===== src/rtl/ps2_scan_sequencer.sv =====
// PS/2 byte stream to key events: E0/F0 prefix FSM feeding a small FWFT FIFO.
// Optional SEQ_TIMEOUT_EN builds a prefix timeout counter.
module ps2_scan_sequencer #(
  parameter int FIFO_AW        = 2,
  parameter int TIMEOUT_CYCLES = 50000
) (
  input  logic               CLK,
  input  logic               reset,
  input  logic               rx_done_tick,
  input  logic [7:0]         din,
  input  logic               key_ack,
  output logic               rx_en,
  output logic               key_valid,
  output logic [7:0]         key_code,
  output logic               key_ext,
  output logic               key_brk,
  output logic [FIFO_AW:0]   fifo_level,
  output logic               overflow,
  output logic               err_tick,
  output logic               busy
);

  localparam int DEPTH = 1 << FIFO_AW;

  typedef enum logic [1:0] {
    IDLE    = 2'd0,
    EXT     = 2'd1,
    BRK     = 2'd2,
    EXT_BRK = 2'd3
  } state_e;

  state_e state_q, state_d;

  logic is_e0, is_f0, is_bad;
  logic tmo;
  logic push;
  logic err_d, err_q;
  logic [9:0] entry;

  logic [9:0]         mem_q [DEPTH];
  logic [FIFO_AW-1:0] rd_ptr_q, rd_ptr_d;
  logic [FIFO_AW-1:0] wr_ptr_q, wr_ptr_d;
  logic [FIFO_AW:0]   level_q, level_d;
  logic [9:0]         hold_q, hold_d;
  logic               ovf_q, ovf_d;
  logic               full, pop, wr;
  logic [9:0]         head;

  assign is_e0  = din == 8'hE0;
  assign is_f0  = din == 8'hF0;
  assign is_bad = (din == 8'h00) || (din == 8'hFF);

`ifdef SEQ_TIMEOUT_EN
  localparam int TW = $clog2(TIMEOUT_CYCLES) + 1;
  logic [TW-1:0] cnt_q, cnt_d;

  assign tmo = !rx_done_tick && (state_q != IDLE)
            && (cnt_q == TW'(TIMEOUT_CYCLES - 1));

  always_comb begin
    cnt_d = cnt_q;
    if (rx_done_tick || tmo)
      cnt_d = '0;
    else if (state_q != IDLE)
      cnt_d = cnt_q + TW'(1);
  end

  always_ff @(posedge CLK or negedge reset) begin
    if (!reset) cnt_q <= '0;
    else        cnt_q <= cnt_d;
  end
`else
  assign tmo = 1'b0;
`endif

  always_ff @(posedge CLK or negedge reset) begin
    if (!reset) state_q <= IDLE;
    else        state_q <= state_d;
  end

  always_comb begin
    state_d = state_q;
    if (rx_done_tick) begin
      unique case (1'b1)
        is_bad: state_d = IDLE;
        is_e0:  state_d = EXT;
        is_f0: begin
          if (state_q == IDLE)     state_d = BRK;
          else if (state_q == EXT) state_d = EXT_BRK;
        end
        default: state_d = IDLE;
      endcase
    end else if (tmo) begin
      state_d = IDLE;
    end
  end

  always_comb begin
    busy  = state_q != IDLE;
    push  = rx_done_tick && !is_bad && !is_e0 && !is_f0;
    entry = {(state_q == EXT) || (state_q == EXT_BRK),
             (state_q == BRK) || (state_q == EXT_BRK),
             din};
    err_d = tmo;
    if (rx_done_tick) begin
      if (is_bad)
        err_d = 1'b1;
      else if ((is_e0 || is_f0)
            && ((state_q == BRK) || (state_q == EXT_BRK)))
        err_d = 1'b1;
    end
  end

  assign full      = level_q == (FIFO_AW+1)'(DEPTH);
  assign key_valid = level_q != '0;
  assign pop       = key_valid && key_ack;
  // Full FIFO still accepts a write when the head leaves this cycle.
  assign wr        = push && (!full || pop);
  assign head      = key_valid ? mem_q[rd_ptr_q] : hold_q;

  always_comb begin
    rd_ptr_d = rd_ptr_q + FIFO_AW'(pop);
    wr_ptr_d = wr_ptr_q + FIFO_AW'(wr);
    level_d  = level_q;
    unique case ({wr, pop})
      2'b10:   level_d = level_q + 1'b1;
      2'b01:   level_d = level_q - 1'b1;
      default: level_d = level_q;
    endcase
    ovf_d  = ovf_q || (push && full && !pop);
    hold_d = head;
  end

  always_ff @(posedge CLK) begin
    if (wr) mem_q[wr_ptr_q] <= entry;
  end

  always_ff @(posedge CLK or negedge reset) begin
    if (!reset) begin
      rd_ptr_q <= '0;
      wr_ptr_q <= '0;
      level_q  <= '0;
      ovf_q    <= 1'b0;
      hold_q   <= '0;
      err_q    <= 1'b0;
    end else begin
      rd_ptr_q <= rd_ptr_d;
      wr_ptr_q <= wr_ptr_d;
      level_q  <= level_d;
      ovf_q    <= ovf_d;
      hold_q   <= hold_d;
      err_q    <= err_d;
    end
  end

  assign rx_en      = !full;
  assign key_ext    = head[9];
  assign key_brk    = head[8];
  assign key_code   = head[7:0];
  assign fifo_level = level_q;
  assign overflow   = ovf_q;
  assign err_tick   = err_q;

endmodule


===== config.mk =====
export PLATFORM = sky130hd
export DESIGN_NAME = ps2_scan_sequencer
export DESIGN_NICKNAME = d
export VERILOG_FILES = /design/src/rtl/ps2_scan_sequencer.sv
export SDC_FILE = /design/constraint.sdc
export NUM_CORES = 1
export LEC_CHECK = 0
export ABC_AREA = 1
export CAP_MARGIN = 40
export CORE_ASPECT_RATIO = 2
export CORE_MARGIN = 8
export CORE_UTILIZATION = 49
export CTS_CLUSTER_DIAMETER = 80
export DETAILED_ROUTE_END_ITERATION = 7
export PLACE_DENSITY = 0.73
export SYNTH_ARGS = -nofsm -noshare
export SYNTH_HDL_FRONTEND = slang
export SYNTH_SLANG_ARGS = --single-unit
export TNS_END_PERCENT = 5

===== constraint.sdc =====
create_clock -name CLK -period 2 [get_ports CLK]
set_clock_uncertainty 0.1 [all_clocks]
set_input_delay 0.6 -clock CLK [delete_from_list [all_inputs] [get_ports CLK]]
set_output_delay 0.6 -clock CLK [all_outputs]
set_load 0.05 [all_outputs]

==> results by group <==
Timing
  • Worst setup margin: -266.8 ps
  • Final Cycle Share: 113.3%
  • Clock period minus worst slack: 2267 ps
  • Fin. Hold Viols: 0
  • Max Slew Vio Count: 0
  • Finish-stage setup viols: 14
  • Rel. slew slack: 80.15%
  • Tightest Pin Transition: 297.8 ps
  • Hold Slack: 381.5 ps
  • Fmax: 441.1 MHz
  • RSZ-0062 raised after global routing: true

Setup path
  • Critical path arrival: 1570 ps
  • Register-to-register setup slack: -130 ps
  • Critical path type: reg2out
  • Number of cells on the worst reg-to-reg path: 12
  • Max Fanout on Critical Path: 10
  • Req. time, crit path: 1300 ps
  • Worst setup path endpoint: key_code[7]
  • CP Capture Type: output port
  • CP startpoint: fifo_level[0]
  • Startpoint types: flop
  • Critical R2R Capture: fifo_level[2]
  • Reg-to-Reg Start: fifo_level[0]

Floorplanning
  • Die H: 118.2 µm
  • Top Ports: 30
  • Die Wd: 67.09 µm
  • Site Rows: 37
  • Core footprint: 5092 µm²
  • Starting Density: 50.22%
  • Total die area: 7927 µm²

Routing
  • Max layer used: met4
  • Post-detailed-route count of antenna-violating nets: 0
  • WL final: 5.655 mm
  • Drt first pass iters: 4
  • Via density: 5.109
  • Via Count: 1,870
  • Residual DRC: 0
  • WL met3: 250 µm
  • Initial DRC count: 101
  • Metal-1 WL: 1.964 mm
  • Metal2 WL: 3.293 mm
  • WL/cell: 15.45 µm

Finish
  • N_diodes: 0
  • Non-Filler Instances: 366
  • Area grow syn2layout: 51.47%
  • Final #Nets: 319
  • Final Cell Area: 3874 µm²
  • Layout cells sized above 1: 44.81%
  • Area of the multi-input gates: 983.4 µm²
  • Register area: 1732 µm²
  • Number of fill cells: 318

Hold path
  • Type of the most critical hold path: reg2reg

Flow run
  • Max Cap Violations: 0

Logic synthesis
  • Cell count after synthesis: 227
  • Sequential fraction of the synthesis area: 67.51%
  • Mapped Nets: 243
  • Post-synthesis cell area: 2557 µm²
  • Synth unique cells: 27
  • #FFs+latches synth: 61
  • Syn Area/Cell: 11.27 µm²
  • Yosys Warn Count: 0

Power and ir drop
  • Peak supply drop: 1.621 mV
  • Pwr dens: 1846 nW/µm²
  • Total power: 7.153 mW
  • Pleak: 1.580 nW

GRT
  • Total GRT Usage: 15.04%
  • Largest net degree at the start of global routing: 22
  • Vias in the first global route: 1,877
  • Total grt overflow: 0
  • Initial antenna violation count: 0
  • First-pass GRT wire length: 8.887 mm

CTS
  • CTS Buf Count: 9
  • Clk sink count: 61
  • Reg clk slew, reported paths: 70 ps
  • Clock Latency Late Sink: 330 ps
  • Clock root cell: clkbuf_8
  • # hold bufs at CTS: 0
  • H-tree depth: 3
  • CTS tree: yes
  • Clock buffer depth: 2

Placed design
  • GP Congestion: 0.8117
  • Placed cell area: 3503 µm²
  • DP HPWL: 3.993 mm
  • PortBufs: 29
  • Pre-CTS setup slack: -796.3 ps
  • Placed cell count: 343

Status
  • Status: complete, but fails checks
  • Failing checks: setup timing
layout make-up:
| type | instances | area share [%] |
|---|---|---|
| Timing Repair Buffer | 74 | 21.61 |
| Multi-Input combinational cell | 138 | 25.39 |
| Inverter | 19 | 1.841 |
| Tap cell | 58 | 1.873 |
| Sequential cell | 61 | 44.70 |
| Clock buffer | 12 | 4.005 |
| Clock inverter | 4 | 0.5814 |
cell families after synthesis:
kind of cell,after synthesis,synth area share [%]
xor gates and xnor gates,4,1.370
AOI/OAI and AO/OA,36,8.072
DFF,61,67.51
buffers and inverters,28,4.501
and+or+nand+nor,94,16.29
adders and majority gates,4,2.251
cells in the final DEF (no fill, tap or decap), drive strengths merged:
| master | n |
|---|---|
| a21oi | 2 |
| a31oi | 9 |
| buf | 63 |
| clkbuf | 12 |
| clkdlybuf4s15 | 2 |
| clkdlybuf4s50 | 2 |
| clkinv | 3 |
| clkinvlp | 1 |
| dfrtp | 21 |
| dlygate4sd2 | 7 |
| edfxtp | 40 |
| fa | 1 |
| ha | 3 |
| inv | 19 |
| nand2 | 24 |
| nand3 | 3 |
| nand4 | 3 |
| nor2 | 63 |
| o21ai | 23 |
| o22ai | 1 |
| o31ai | 1 |
| or2 | 1 |
| xnor2 | 1 |
| xor2 | 3 |
cells in the mapped netlist:
library cell / instances / area share (%)
o21ai_4: 1 / 0.64
inv_1: 18 / 2.6
inv_2: 1 / 0.15
ha_1: 3 / 1.5
clkbuf_1: 3 / 0.44
o21ai_1: 1 / 0.20
o31ai_1: 1 / 0.29
a31oi_1: 9 / 2.2
nand2_1: 21 / 3.1
nand4_1: 2 / 0.49
nand4_4: 1 / 0.83
o22ai_1: 1 / 0.24
edfxtp_1: 40 / 47
a21oi_1: 2 / 0.39
nor2_4: 1 / 0.44
buf_2: 5 / 0.98
xor2_1: 3 / 1.0
dfrtp_1: 21 / 21
or2_2: 1 / 0.24
nor2_1: 54 / 7.9
fa_1: 1 / 0.78
xnor2_1: 1 / 0.34
buf_4: 1 / 0.29
nand3_1: 3 / 0.59
o21ai_0: 21 / 4.1
nand2_2: 3 / 0.73
nor2_2: 8 / 2.0
registers in the layout, indices dropped and copies added, names as in the netlist:
register    flops
err_tick        1
fifo_level      3
hold_q         10
mem_q          40
overflow        1
rd_ptr_q        2
state_q         2
wr_ptr_q        2
how the worst min path moves through the flow:
stage | from | end | slack [ps] | cells after the start
after floorplan | reset | err_tick | 200 | 0
after global placement | overflow | overflow | 360 | 2
after detailed placement | overflow | overflow | 370 | 2
after CTS | overflow | overflow | 390 | 2
after global routing | overflow | overflow | 420 | 2
final | overflow | overflow | 380 | 2
per-stage QoR:
step                      util [%]  setup TNS (ps)
after floorplan                  -           -1267
after global placement       68.80          -21100
after detailed placement     68.80          -21560
after CTS                    74.42           -2932
after global routing         76.07           -3618
final                        76.07           -2799
where the power goes:
group	switching, mW	internal (mW)	leakage, nW
Sequential	0.175	1.72	0.613
Clock	0.442	0.510	0.0921
Combinational	2.32	1.98	0.875
worst max-delay path, cell delays in order, from the launching register on:
cell and delay [ps]:
dfrtp_2 420, nor2_4 150, nand2_4 100, buf_12 170, a31oi_4 220, buf_12 160
routing by layer:
layer	GRT usage, %	vias up
met1	14.17	894
met3	4.257	13
met2	26.73	49
li1	-	914
met5	0	-
met4	9.223	0
timing repair:
action | 4_1_cts | 5_1_grt
pin swaps | 13 | 13
resized for setup | 49 | 26
gates cloned | 1 | 1
endpoints found under the setup margin | 54 | 27
setup buffers | 3 | 2
Note: power is estimated with default switching activity, not from simulation.
